## src/rtl/seq_mult8.sv

```systemverilog
// Sequential unsigned 8x8->16 shift-and-add multiplier.
// One partial product per cycle is accumulated through a 16-bit CLA.

module bit16adder (
  input  logic [15:0] a,
  input  logic [15:0] b,
  input  logic        c0,
  output logic [15:0] sum,
  output logic        c16
);

  logic [15:0] g;
  logic [15:0] p;
  logic [15:0] c;
  logic [3:0]  gg;
  logic [3:0]  gp;
  logic [4:0]  gc;

  assign g = a & b;
  assign p = a ^ b;

  // Two-level lookahead: 4-bit groups, then group carries.
  always_comb begin
    gg = '0;
    gp = '0;
    for (int i = 0; i < 4; i++) begin
      gg[i] = g[4*i+3]
            | (p[4*i+3] & g[4*i+2])
            | (p[4*i+3] & p[4*i+2] & g[4*i+1])
            | (p[4*i+3] & p[4*i+2] & p[4*i+1] & g[4*i]);
      gp[i] = &p[4*i +: 4];
    end
  end

  always_comb begin
    gc    = '0;
    gc[0] = c0;
    gc[1] = gg[0] | (gp[0] & c0);
    gc[2] = gg[1] | (gp[1] & gg[0])
          | (gp[1] & gp[0] & c0);
    gc[3] = gg[2] | (gp[2] & gg[1])
          | (gp[2] & gp[1] & gg[0])
          | (gp[2] & gp[1] & gp[0] & c0);
    gc[4] = gg[3] | (gp[3] & gg[2])
          | (gp[3] & gp[2] & gg[1])
          | (gp[3] & gp[2] & gp[1] & gg[0])
          | (gp[3] & gp[2] & gp[1] & gp[0] & c0);
  end

  always_comb begin
    c = '0;
    for (int i = 0; i < 4; i++) begin
      c[4*i]   = gc[i];
      c[4*i+1] = g[4*i] | (p[4*i] & gc[i]);
      c[4*i+2] = g[4*i+1]
               | (p[4*i+1] & g[4*i])
               | (p[4*i+1] & p[4*i] & gc[i]);
      c[4*i+3] = g[4*i+2]
               | (p[4*i+2] & g[4*i+1])
               | (p[4*i+2] & p[4*i+1] & g[4*i])
               | (p[4*i+2] & p[4*i+1] & p[4*i] & gc[i]);
    end
  end

  assign sum = p ^ c;
  assign c16 = gc[4];

endmodule

module seq_mult8 #(
  parameter bit EARLY_EXIT = 1'b0
) (
  input  logic        clk,
  input  logic        rst_n,
  input  logic        in_valid,
  output logic        in_ready,
  input  logic [7:0]  a,
  input  logic [7:0]  b,
  output logic        out_valid,
  input  logic        out_ready,
  output logic [15:0] product
);

  typedef enum logic [1:0] {
    IDLE = 2'd0,
    RUN  = 2'd1,
    DONE = 2'd2
  } state_e;

  state_e      state_q;
  state_e      state_d;
  logic [15:0] mcand_q;
  logic [15:0] mcand_d;
  logic [7:0]  mplier_q;
  logic [7:0]  mplier_d;
  logic [15:0] acc_q;
  logic [15:0] acc_d;
  logic [2:0]  count_q;
  logic [2:0]  count_d;

  logic [15:0] pp;
  logic [15:0] sum;
  logic        add_co_unused;
  logic        accept;
  logic        running;
  logic        last;

  assign accept  = (state_q == IDLE) && in_valid;
  assign running = (state_q == RUN);
  assign pp      = mplier_q[0] ? mcand_q : 16'h0000;

  // Product fits in 16 bits, so the carry-out never matters.
  bit16adder u_add (
    .a   (acc_q),
    .b   (pp),
    .c0  (1'b0),
    .sum (sum),
    .c16 (add_co_unused)
  );

  always_comb begin
    last = (count_q == 3'd7);
    if (EARLY_EXIT) begin
      last = last || (mplier_q[7:1] == 7'd0);
    end
  end

  always_ff @(posedge clk or negedge rst_n) begin
    if (!rst_n) begin
      state_q <= IDLE;
    end else begin
      state_q <= state_d;
    end
  end

  always_comb begin
    state_d = state_q;
    unique case (state_q)
      IDLE: if (in_valid) state_d = RUN;
      RUN:  if (last) state_d = DONE;
      DONE: if (out_ready) state_d = IDLE;
      default: state_d = IDLE;
    endcase
  end

  always_comb begin
    in_ready  = (state_q == IDLE);
    out_valid = (state_q == DONE);
    product   = acc_q;
  end

  always_comb begin
    mcand_d  = mcand_q;
    mplier_d = mplier_q;
    acc_d    = acc_q;
    count_d  = count_q;
    unique case (1'b1)
      accept: begin
        mcand_d  = {8'h00, a};
        mplier_d = b;
        acc_d    = 16'h0000;
        count_d  = 3'd0;
      end
      running: begin
        mcand_d  = {mcand_q[14:0], 1'b0};
        mplier_d = {1'b0, mplier_q[7:1]};
        acc_d    = sum;
        count_d  = count_q + 3'd1;
      end
      default: ;
    endcase
  end

  always_ff @(posedge clk or negedge rst_n) begin
    if (!rst_n) begin
      mcand_q  <= '0;
      mplier_q <= '0;
      acc_q    <= '0;
      count_q  <= '0;
    end else begin
      mcand_q  <= mcand_d;
      mplier_q <= mplier_d;
      acc_q    <= acc_d;
      count_q  <= count_d;
    end
  end

endmodule

```

## config.mk

```make
export PLATFORM = sky130hd
export DESIGN_NAME = seq_mult8
export DESIGN_NICKNAME = d
export VERILOG_FILES = /design/src/rtl/seq_mult8.sv
export SDC_FILE = /design/constraint.sdc
export NUM_CORES = 1
export LEC_CHECK = 0
export BUFFER_PORTS_ARGS = -buffer_cell sky130_fd_sc_hd__buf_4
export CORE_MARGIN = 5
export CORE_UTILIZATION = 60
export CTS_CLUSTER_SIZE = 10
export DETAILED_ROUTE_END_ITERATION = 7
export PLACE_DENSITY_LB_ADDON = 0.25
export SYNTH_ARGS = -nofsm -noshare
export SYNTH_HDL_FRONTEND = slang
export SYNTH_SLANG_ARGS = --single-unit
```

## constraint.sdc

```tcl
create_clock -name clk -period 4.9 [get_ports clk]
set_input_delay 0.98 -clock clk [delete_from_list [all_inputs] [get_ports clk]]
set_output_delay 0.98 -clock clk [all_outputs]
set_load 0.005 [all_outputs]
```

==> reports/qor.yml, run 1 <==
detailed_routing:
  drt_iter0_markers: 88
  highest_layer: "met4"
  wire_per_inst_um: 15.4
  met3_length_um: 301
  drtAntennaViolNets: 0
  num_vias: 2034
  wl_met1_um: 2360
  drc: 0
  avgViaCountPerCell: 5.90
  wl_met2_um: 2590
  drt_pass1_iterations: 4
  totalWireLength_um: 5300
layout:
  n_fill_cell: 340
  area_delta_synth_final_pct: 15.8
  instances_no_fill: 345
  utilization_pct: 70.9
  diodes: 0
  drive_gt1_share_pct: 19.1
  final_nets: 334
clock_tree:
  cts_tree: "done"
  h-tree-depth: 2
  numCtsBuffers: 5
  cts_setup_buffers: 0
  clock_path_buffers: 2
  clock-sinks: 45
  clock_latency_ns: 0.30
  cts_hold_buf: 0
  root_buffer: "clkbuf_8"
  postCtsResizedCells: 0
  clkSlewWorstSetupHoldPaths_ns: 0.09
power:
  peakVddDrop_mv: 0.386
  total_power_mw: 1.58
  power.density_nw_per_um2: 519
  power.leakage_nw: 1.55
global_route:
  grt_max_degree: 46
  grt_pass1_vias: 2019
  track_usage_pct: 19.3
  antenna_found_initial: 0
  grt-ovfl-total: 0
  grt_pass1_wl_um: 9380
timing:
  finalSetupTns_ns: 0
  fin_crit_sh_pct: 54.0
  worst_slack_ns: 2.25
  skew_ns: 0.00948
  drv_slew: 0
  hold_viol: 0
  rsz0062_at_grt: "no"
  period_needed_ns: 2.65
  maxSlewHeadroom_pct: 26.0
  finalSetupViolCount: 0
  fmax_mhz: 378
  tightest_slew_ns: 1.11
worst_setup_path:
  critPathSlowestCell: "dfrtp_1"
  setup.worst_path.start_class: "flop"
  critPathMaxStageDelay_ns: 0.54
  path_common_cell: "and2_1"
  cp_top_family: "simple AND/OR/NAND/NOR gates"
  critical_path_arrival_ns: 2.81
  crit_fanout: 17
  required_ns: 5.06
  critical_path.cell_chain: "and2_1 -> ha_1 -> nand2_1 -> nor2_1 -> nand4_1 -> and2_1 -> fa_1 -> xor2_1 -> o21ai_0"
  critical_path_class: "flop to flop"
  cp_num_buf_inv: 0
  end_kind: "flop"
yosys:
  ys_seq_area_share_pct: 42.8
  syn_area_per_cell_sq_um: 10.1
  synth_cell_type_count: 41
  syn_nets: 300
  yosysTopAreaCellShare_pct: 42.8
  yosysTopAreaCell: "dfrtp_1"
  synth_area_leaders: "dfrtp_1 (43%), ha_1 (8.1%), mux2i_1 (5.3%)"
  syn-cell-area_sq_um: 2630
  synth_warnings: 0
  synthCells: 259
  synth.ff_latch_count: 45
die:
  core-area_sq_um: 4290
  die_h_um: 76.2
  num_io_pins: 38
  die-area_sq_um: 5800
  rows: 24
  die_x_um: 76.2
  initial_utilization_pct: 61.2
placement:
  dpl_worst_slack_ns: 2.27
  io_buffers: 37
  dp.cells: 338
  gp_congestion: 0.856
  place_hpwl_um: 3790
status:
  status: "completed"
hold_path:
  hold_class: "flop to flop"
job:
  maxCapViolations: 0
cell type report:
cell class | count | area, sq um | share of cell area (%)
multi-input combinational | 194 | 1430 | 47.0
clock inverter | 2 | 35.0 | 1.15
tap | 52 | 65.1 | 2.14
inverter | 9 | 33.8 | 1.11
timing repair buffer | 38 | 285 | 9.37
sequential | 45 | 1130 | 37.0
clock buffer | 5 | 68.8 | 2.26
layer usage:
| metal | track usage, % | vias up |
|---|---|---|
| li1 | - | 1000 |
| met1 | 24.7 | 988 |
| met2 | 32.2 | 40 |
| met3 | 5.44 | 6 |
| met4 | 4.72 | 0 |
| met5 | 0 | - |
stage by stage:
step / hold slack (ns) / instance area [sq um]
after detailed placement: 0.478 / 2940
after global placement: 0.459 / 2940
final: 0.487 / 3040
after global routing: 0.512 / 3040
after floorplan: 0.449 / 2630
after CTS: 0.496 / 3040
synthesized netlist by cell type, drive strengths merged:
cell    count
dfrtp      45
nand2      35
o21ai      30
ha         17
and2       15
a22o       14
mux2i      14
a21oi      10
inv         9
nand3       9
clkbuf      8
a21o        4
fa          4
nand4       4
nor2        4
buf         3
o211ai      3
xnor2       3
xor2        3
a2111o      2
a211oi      2
a31oi       2
and3        2
nand2b      2
nor2b       2
nor3b       2
or3         2
or4         2
a221oi      1
a22oi       1
a32oi       1
a41oi       1
nor3        1
o21bai      1
o311a       1
cell usage in the layout, fill, tap and decap left out, drive strengths merged, types with 3 or more instances in the layout:
master / synthesis / final
dfrtp: 45 / 45
buf: 3 / 38
nand2: 35 / 35
o21ai: 30 / 30
ha: 17 / 17
and2: 15 / 15
a22o: 14 / 14
mux2i: 14 / 14
a21oi: 10 / 10
inv: 9 / 9
nand3: 9 / 9
clkbuf: 8 / 5
nor2: 4 / 4
nand4: 4 / 4
fa: 4 / 4
a21o: 4 / 4
xnor2: 3 / 3
xor2: 3 / 3
o211ai: 3 / 3
worst paths after layout:
check	startpoint	endpoint	slack [ns]	depth (start not counted)
setup / recovery	mplier_q[0]	product[13]	2.25	9
hold / removal	mplier_q[3]	mplier_q[2]	0.49	2
setup reg to reg	mplier_q[0]	product[13]	2.25	9
hold reg to reg	mplier_q[3]	mplier_q[2]	0.49	2
max in group asynchronous	rst_n	mcand_q[3]	3.85	1
min in group asynchronous	rst_n	product[7]	0.66	1
flip-flops by register name (all words and copies together), names as in the netlist:
signal	count
mcand_q	16
product	16
mplier_q	8
count_q	3
state_q	2
cell families (layout without fill, tap and decap cells):
group	Yosys count	after routing	synth area share [%]
and+or+nand+nor	80	80	15.1
AOI/OAI and AO/OA	73	73	20.6
DFF	45	45	42.8
adders and majority gates	21	21	11.1
buffers and inverters	20	54	3.00
muxes	14	14	5.33
xor gates and xnor gates	6	6	2.00
power by group:
part	internal, mW	switching (mW)
sequential	0.514	0.125
clock	0.148	0.124
combinational	0.303	0.366
worst register-to-register path, stage by stage, from the launching register on:
cell and delay (ns):
dfrtp_1 0.54, and2_1 0.25, ha_1 0.34, nand2_1 0.13
nor2_1 0.24, nand4_1 0.20, and2_1 0.21, fa_1 0.38
xor2_1 0.14, o21ai_0 0.08
(Power assumes the default switching activity.)
==> inputs of run 2 (changes only) <==
--- a/config.mk
+++ b/config.mk
@@ -7,7 +7,7 @@
 export LEC_CHECK = 0
 export BUFFER_PORTS_ARGS = -buffer_cell sky130_fd_sc_hd__buf_4
 export CORE_MARGIN = 5
-export CORE_UTILIZATION = 60
+export CORE_UTILIZATION = 57
 export CTS_CLUSTER_SIZE = 10
 export DETAILED_ROUTE_END_ITERATION = 7
 export PLACE_DENSITY_LB_ADDON = 0.25
==> constraint.sdc (replaced) <==
create_clock -name clk -period 2.5 [get_ports clk]
set_input_delay 0.5 -clock clk [delete_from_list [all_inputs] [get_ports clk]]
set_output_delay 0.5 -clock clk [all_outputs]
set_load 0.005 [all_outputs]
==> reports/qor.yml, run 2 (same netlist as run 1, synthesis figures left out) <==
timing:
  period_needed_ns: 2.42  # was 2.65 ns
  tightest_slew_ns: 0.564  # was 1.11 ns
  hold_viol: 0  # unchanged
  skew_ns: 0.00812  # was 0.00948 ns
  whs_ns: 0.180  # was 0.487 ns
  maxSlewHeadroom_pct: 62.4  # was 26.0%
  fmax_mhz: 412  # was 378 MHz
  finalSetupViolCount: 0  # unchanged
  drv_slew: 0  # unchanged
  fin_crit_sh_pct: 97.0  # was 54.0%
power:
  power.leakage_nw: 1.64  # was 1.55 nW
  pwr-share-comb_pct: 48.1  # was 42.4%
  peakVddDrop_mv: 0.707  # was 0.386 mV
  internal-power_mw: 2.00  # was 0.966 mW
  power.density_nw_per_um2: 1010  # was 519 nW/um^2
  pwr-share-seq_pct: 37.9  # was 40.4%
  swShare_pct: 39.7  # was 38.9%
  clkPwrFrac_pct: 14.0  # was 17.2%
  power.switching_mw: 1.32  # was 0.615 mW
placement:
  gp_congestion: 0.839  # was 0.856
  io_buffers: 37  # unchanged
  dp.cells: 352  # was 338
  place_hpwl_um: 4220  # was 3790 um
die:
  core-area_sq_um: 4410  # was 4290 sq um
  num_io_pins: 38  # unchanged
  die-area_sq_um: 6070  # was 5800 sq um
  die_x_um: 77.9  # was 76.2 um
  initial_utilization_pct: 59.6  # was 61.2%
  die_h_um: 77.9  # was 76.2 um
  rows: 24  # unchanged
worst_setup_path:
  required_ns: 2.72  # was 5.06 ns
  crit_fanout: 7  # was 17
  critical_path_arrival_ns: 2.64  # was 2.81 ns
  critical_path_class: "flop to flop"  # unchanged
  r2r_cells: 10  # was 9
  setup.worst_path.start_class: "flop"  # unchanged
  end_kind: "flop"  # unchanged
clock_tree:
  cts_tree: "done"  # unchanged
  clock-sinks: 45  # unchanged
  clock_path_buffers: 2  # unchanged
  root_buffer: "clkbuf_8"  # unchanged
  clkSlewWorstSetupHoldPaths_ns: 0.08  # was 0.09 ns
  numCtsBuffers: 5  # unchanged
  h-tree-depth: 2  # unchanged
  clock_latency_ns: 0.29  # was 0.30 ns
detailed_routing:
  avgViaCountPerCell: 5.83  # was 5.90
  totalWireLength_um: 6160  # was 5300 um
  drtAntennaViolNets: 0  # unchanged
  drt_iter0_markers: 158  # was 88
  drt_pass1_iterations: 4  # unchanged
  wire_per_inst_um: 16.8  # was 15.4 um
  drc: 0  # unchanged
  num_vias: 2132  # was 2,034
layout:
  final_common_cell: "buf_4"  # was dfrtp_1
  n_fill_cell: 320  # was 340
  final_cell_mix: "buf_4 (58), dfrtp_1 (44), nand2_1 (33)"  # was dfrtp_1 (45), buf_4 (38), nand2_1 (34)
  diodes: 0  # unchanged
  final_nets: 355  # was 334
  instances_no_fill: 366  # was 345
  drive_gt1_share_pct: 29.3  # was 19.1%
  area_delta_synth_final_pct: 25.3  # was 15.8%
global_route:
  grt-ovfl-total: 0  # unchanged
  track_usage_pct: 19.5  # was 19.3%
  antenna_found_initial: 0  # unchanged
  grt_pass1_vias: 2070  # was 2,019
  grt_max_degree: 46  # unchanged
  grt_pass1_wl_um: 9680  # was 9380 um
hold_path:
  hold_class: "input port to async pin"  # was flop to flop
job:
  maxCapViolations: 0  # unchanged
status:
  status: "completed"  # unchanged
[run 2: cell types whose count changed in the layout (fill, tap and decap cells not counted), sizes merged]
cell / change
buf: +21
bufinv: -1
clkinv: -1
clkbuf: +2
[run 2: layer usage]
| metal | wire length, um | share of wire, % | vias to the layer above | global-route usage, % |
|---|---|---|---|---|
| met5 | 0 | 0 | - | 0 |
| met4 | 73 | 1.2 | 0 | 4.05 |
| met3 | 320 | 5.2 | 8 | 4.17 |
| met2 | 3060 | 50 | 58 | 32.4 |
| met1 | 2710 | 44 | 1027 | 26.5 |
| li1 | - | - | 1039 | - |
[run 2: through the flow]
| stage | util, % | setup WS, ns | power [mW] | cell area, sq um | TNS (ns) |
|---|---|---|---|---|---|
| final | 74.6 | 0.0757 | 3.31 | 3290 | 0 |
| after global routing | 74.6 | -0.0203 | 3.59 | 3290 | -0.0236 |
| after CTS | 71.2 | 0.00242 | 3.18 | 3140 | 0 |
| after detailed placement | 69.0 | -0.106 | 2.71 | 3050 | -0.138 |
| after global placement | 69.0 | 0.0372 | 2.65 | 3050 | 0 |
| after floorplan | - | 0.0354 | 2.15 | 2630 | 0 |
[run 2: area by class of cell]
class	count	area [sq um]	area share, %
multi-input combinational	194	1530	46.6
sequential	45	1130	34.2
timing repair buffer	59	447	13.6
tap	52	65.1	1.98
clock buffer	7	86.3	2.62
inverter	9	33.8	1.03
[run 2: worst paths after layout]
path,start,end,slack [ns]
setup / recovery,mplier_q[0],product[13],0.08
hold / removal,rst_n,mcand_q[4],0.18
setup reg to reg,mplier_q[0],product[13],0.08
hold reg to reg,mplier_q[7],mplier_q[6],0.49
max in group asynchronous,rst_n,mplier_q[0],1.88
min in group clk,b[7],mplier_q[7],0.43
[run 2: worst max-delay path, cell delays in order, from the launching register on]
cell and delay (ns):
dfrtp_2 0.46, buf_6 0.15, and2_1 0.18, ha_4 0.30
a41oi_4 0.14, o21ai_4 0.12, nand4_1 0.17, and2_4 0.21
fa_1 0.37, xor2_1 0.15, o21ai_1 0.12
[run 2: timing repair]
item	CTS	global route
hold buffers	0	0
resized for setup	2	24
cloned	0	0
endpoints found under the setup margin	2	3
endpoints found under the hold margin	0	0
buffers inserted	1	6
pin swaps	0	7
[run 2: power by group through the flow]
stage,registers (mW),clock network [mW],logic (mW)
global placement,1.25,0,1.40
global route,1.30,0.515,1.77
floorplan,1.19,0,0.961
finish,1.26,0.462,1.59
detailed placement,1.26,0,1.46
CTS,1.24,0.468,1.47
==> inputs of run 3 (changes only) <==
--- a/config.mk
+++ b/config.mk
@@ -7,9 +7,10 @@
 export LEC_CHECK = 0
 export BUFFER_PORTS_ARGS = -buffer_cell sky130_fd_sc_hd__buf_4
 export CORE_MARGIN = 5
-export CORE_UTILIZATION = 57
+export CORE_UTILIZATION = 52
 export CTS_CLUSTER_SIZE = 10
 export DETAILED_ROUTE_END_ITERATION = 7
+export GPL_TIMING_DRIVEN = 0
 export PLACE_DENSITY_LB_ADDON = 0.25
 export SYNTH_ARGS = -nofsm -noshare
 export SYNTH_HDL_FRONTEND = slang
==> constraint.sdc (replaced) <==
create_clock -name clk -period 2.1 [get_ports clk]
set_input_delay 0.42 -clock clk [delete_from_list [all_inputs] [get_ports clk]]
set_output_delay 0.42 -clock clk [all_outputs]
set_load 0.005 [all_outputs]
==> reports/qor.yml, run 3 (same netlist as run 1, synthesis figures left out) <==
power:
  power.density_nw_per_um2: 1190  # was 1010 nW/um^2
  peakVddDrop_mv: 0.606  # was 0.707 mV
  power.leakage_nw: 1.69  # was 1.64 nW
  total_power_mw: 4.22  # was 3.31 mW
detailed_routing:
  highest_layer: "met4"  # unchanged
  drt_iter0_markers: 121  # was 158
  wl_met2_um: 3310  # was 3060 um
  wire_per_inst_um: 17.0  # was 16.8 um
  totalWireLength_um: 6680  # was 6160 um
  drt_pass1_iterations: 4  # unchanged
  avgViaCountPerCell: 5.66  # was 5.83
  drc: 0  # unchanged
  wl_met1_um: 2880  # was 2710 um
  met3_length_um: 321  # was 320 um
  num_vias: 2226  # was 2,132
  drtAntennaViolNets: 0  # unchanged
clock_tree:
  root_buffer: "clkbuf_8"  # unchanged
  cts_tree: "done"  # unchanged
  numCtsBuffers: 5  # unchanged
  clkSlewWorstSetupHoldPaths_ns: 0.09  # was 0.08 ns
  clock_latency_ns: 0.31  # was 0.29 ns
  clock_path_buffers: 2  # unchanged
  h-tree-depth: 2  # unchanged
  clock-sinks: 45  # unchanged
layout:
  regArea_sq_um: 1130  # unchanged
  n_fill_cell: 339  # was 320
  multi_input_area_sq_um: 1690  # was 1530 sq um
  final_nets: 366  # was 355
  drive_gt1_share_pct: 35.3  # was 29.3%
  final_cell_mix: "buf_4 (56), dfrtp_1 (44), nand2_1 (32)"  # was buf_4 (58), dfrtp_1 (44), nand2_1 (33)
  diodes: 0  # unchanged
  area_delta_synth_final_pct: 34.9  # was 25.3%
  final_common_cell: "buf_4"  # unchanged
timing:
  fin_crit_sh_pct: 119  # was 97.0%
  rsz0062_at_grt: "yes"
  tightest_slew_ns: 0.702  # was 0.564 ns
  fmax_mhz: 402  # was 412 MHz
  hold_viol: 0  # unchanged
  drv_slew: 0  # unchanged
  skew_ns: 0.0129  # was 0.00812 ns
  period_needed_ns: 2.49  # was 2.42 ns
  worst_slack_ns: -0.390  # was 0.0757 ns
  finalSetupViolCount: 11  # was 0
  maxSlewHeadroom_pct: 53.1  # was 62.4%
worst_setup_path:
  end_kind: "flop"  # unchanged
  r2r_cells: 12  # was 10
  required_ns: 2.27  # was 2.72 ns
  r2r-end: "product[9]"  # was product[13]
  critPathMaxStageDelay_ns: 0.48  # was 0.46 ns
  crit_fanout: 8  # was 7
  r2r-start: "mplier_q[0]"  # unchanged
  critical_path_arrival_ns: 2.66  # was 2.64 ns
  critPathSlowestCell: "dfrtp_2"  # unchanged
  path_common_cell: "buf_6"
  critical_path.cell_chain: "buf_8 -> buf_6 -> and2_4 -> ha_4 -> a41oi_4 -> o21ai_4 -> buf_6 -> a31oi_4 -> inv_2 -> fa_2 -> xnor2_1 -> o21ai_1"  # was buf_6 -> and2_1 -> ha_4 -> a41oi_4 -> o21ai_4 -> nand4_1 -> and2_4 -> fa_1 -> xor2_1 -> o21ai_1
  critical_path_class: "flop to flop"  # unchanged
  r2r_slack_ns: -0.39  # was 0.08 ns
  setup.worst_path.start_class: "flop"  # unchanged
placement:
  dpl_worst_slack_ns: -0.500  # was -0.106 ns
  io_buffers: 37  # unchanged
  gp_congestion: 0.860  # was 0.839
  place_hpwl_um: 4190  # was 4220 um
die:
  die-area_sq_um: 6580  # was 6070 sq um
  initial_utilization_pct: 54.6  # was 59.6%
  rows: 25  # was 24
  die_x_um: 81.1  # was 77.9 um
  num_io_pins: 38  # unchanged
  die_h_um: 81.1  # was 77.9 um
  core-area_sq_um: 4820  # was 4410 sq um
status:
  status: "finished with violations"  # was completed
  violations: "setup timing"
global_route:
  grt_max_degree: 46  # unchanged
  grt-ovfl-total: 0  # unchanged
  grt_pass1_wl_um: 10900  # was 9680 um
  antenna_found_initial: 0  # unchanged
  track_usage_pct: 21.8  # was 19.5%
  grt_pass1_vias: 2286  # was 2,070
job:
  maxCapViolations: 0  # unchanged
hold_path:
  hold_class: "input port to async pin"  # unchanged
## run 3: cell types whose count changed in the layout (fill, tap and decap cells not counted), moves of 3 or more
cell,before,now
and2_1,12,5
and2_4,3,10
buf_2,0,3
clkbuf_1,1,7
ha_1,11,5
ha_4,4,12
## run 3: worst max path at each step
stage	start	end	slack [ns]	depth (start not counted)
6_report	mplier_q[0]	product[9]	-0.39	12
2_1_floorplan	mplier_q[0]	product[12]	-0.21	9
5_1_grt	mplier_q[0]	product[12]	-0.45	9
3_5_place_dp	mplier_q[0]	product[13]	-0.50	10
4_1_cts	mplier_q[0]	product[12]	-0.33	9
3_3_place_gp	mplier_q[0]	product[13]	-0.47	10
## run 3: cell type report
class / count / area share [%]
clock inverters: 1 / 0.141
repair buffers: 59 / 12.8
multi-input cells: 194 / 47.6
inverters: 9 / 0.953
flip-flops and latches: 45 / 31.8
clock buffers: 7 / 2.72
well taps: 67 / 2.36
plain buffers: 11 / 1.59
## run 3: layer usage
| metal | vias to the layer above | GRT usage (%) |
|---|---|---|
| li1 | 1062 | - |
| met1 | 1088 | 27.3 |
| met2 | 62 | 36.7 |
| met3 | 14 | 4.66 |
| met4 | 0 | 8.95 |
| met5 | - | 0 |
## run 3: what timing repair did
item                                    4_1_cts  5_1_grt
pin swaps                                    17       15
cloned                                        0        0
setup buffers                                16        6
endpoints found under the setup margin       12       12
hold buffers                                  0        0
gates resized for setup                      28       13
## run 3: worst max-delay path: cells and delay by family, from the launching register on
kind	cells	cell delay [ns]
xor gates and xnor gates	1	0.17
and+or+nand+nor	1	0.15
DFF	1	0.48
buffers and inverters	4	0.46
AOI/OAI and AO/OA	4	0.58
adders and majority gates	2	0.53
## run 3: stage by stage
step	utilization (%)	instances	hold WS, ns	cell area (sq um)	TNS (ns)
after floorplan	-	259	0.124	2700	-0.714
after global placement	63.6	363	0.457	3060	-1.97
after detailed placement	63.6	363	0.458	3060	-2.51
after CTS	71.2	387	0.117	3430	-1.61
after global routing	73.6	393	0.149	3550	-3.84
final	73.6	393	0.0891	3550	-3.07
## run 3: power breakdown
group / leakage (nW) / switching, mW / internal (mW)
registers: 0.585 / 0.323 / 1.20
logic: 1.05 / 1.08 / 1.01
clock network: 0.0542 / 0.300 / 0.298
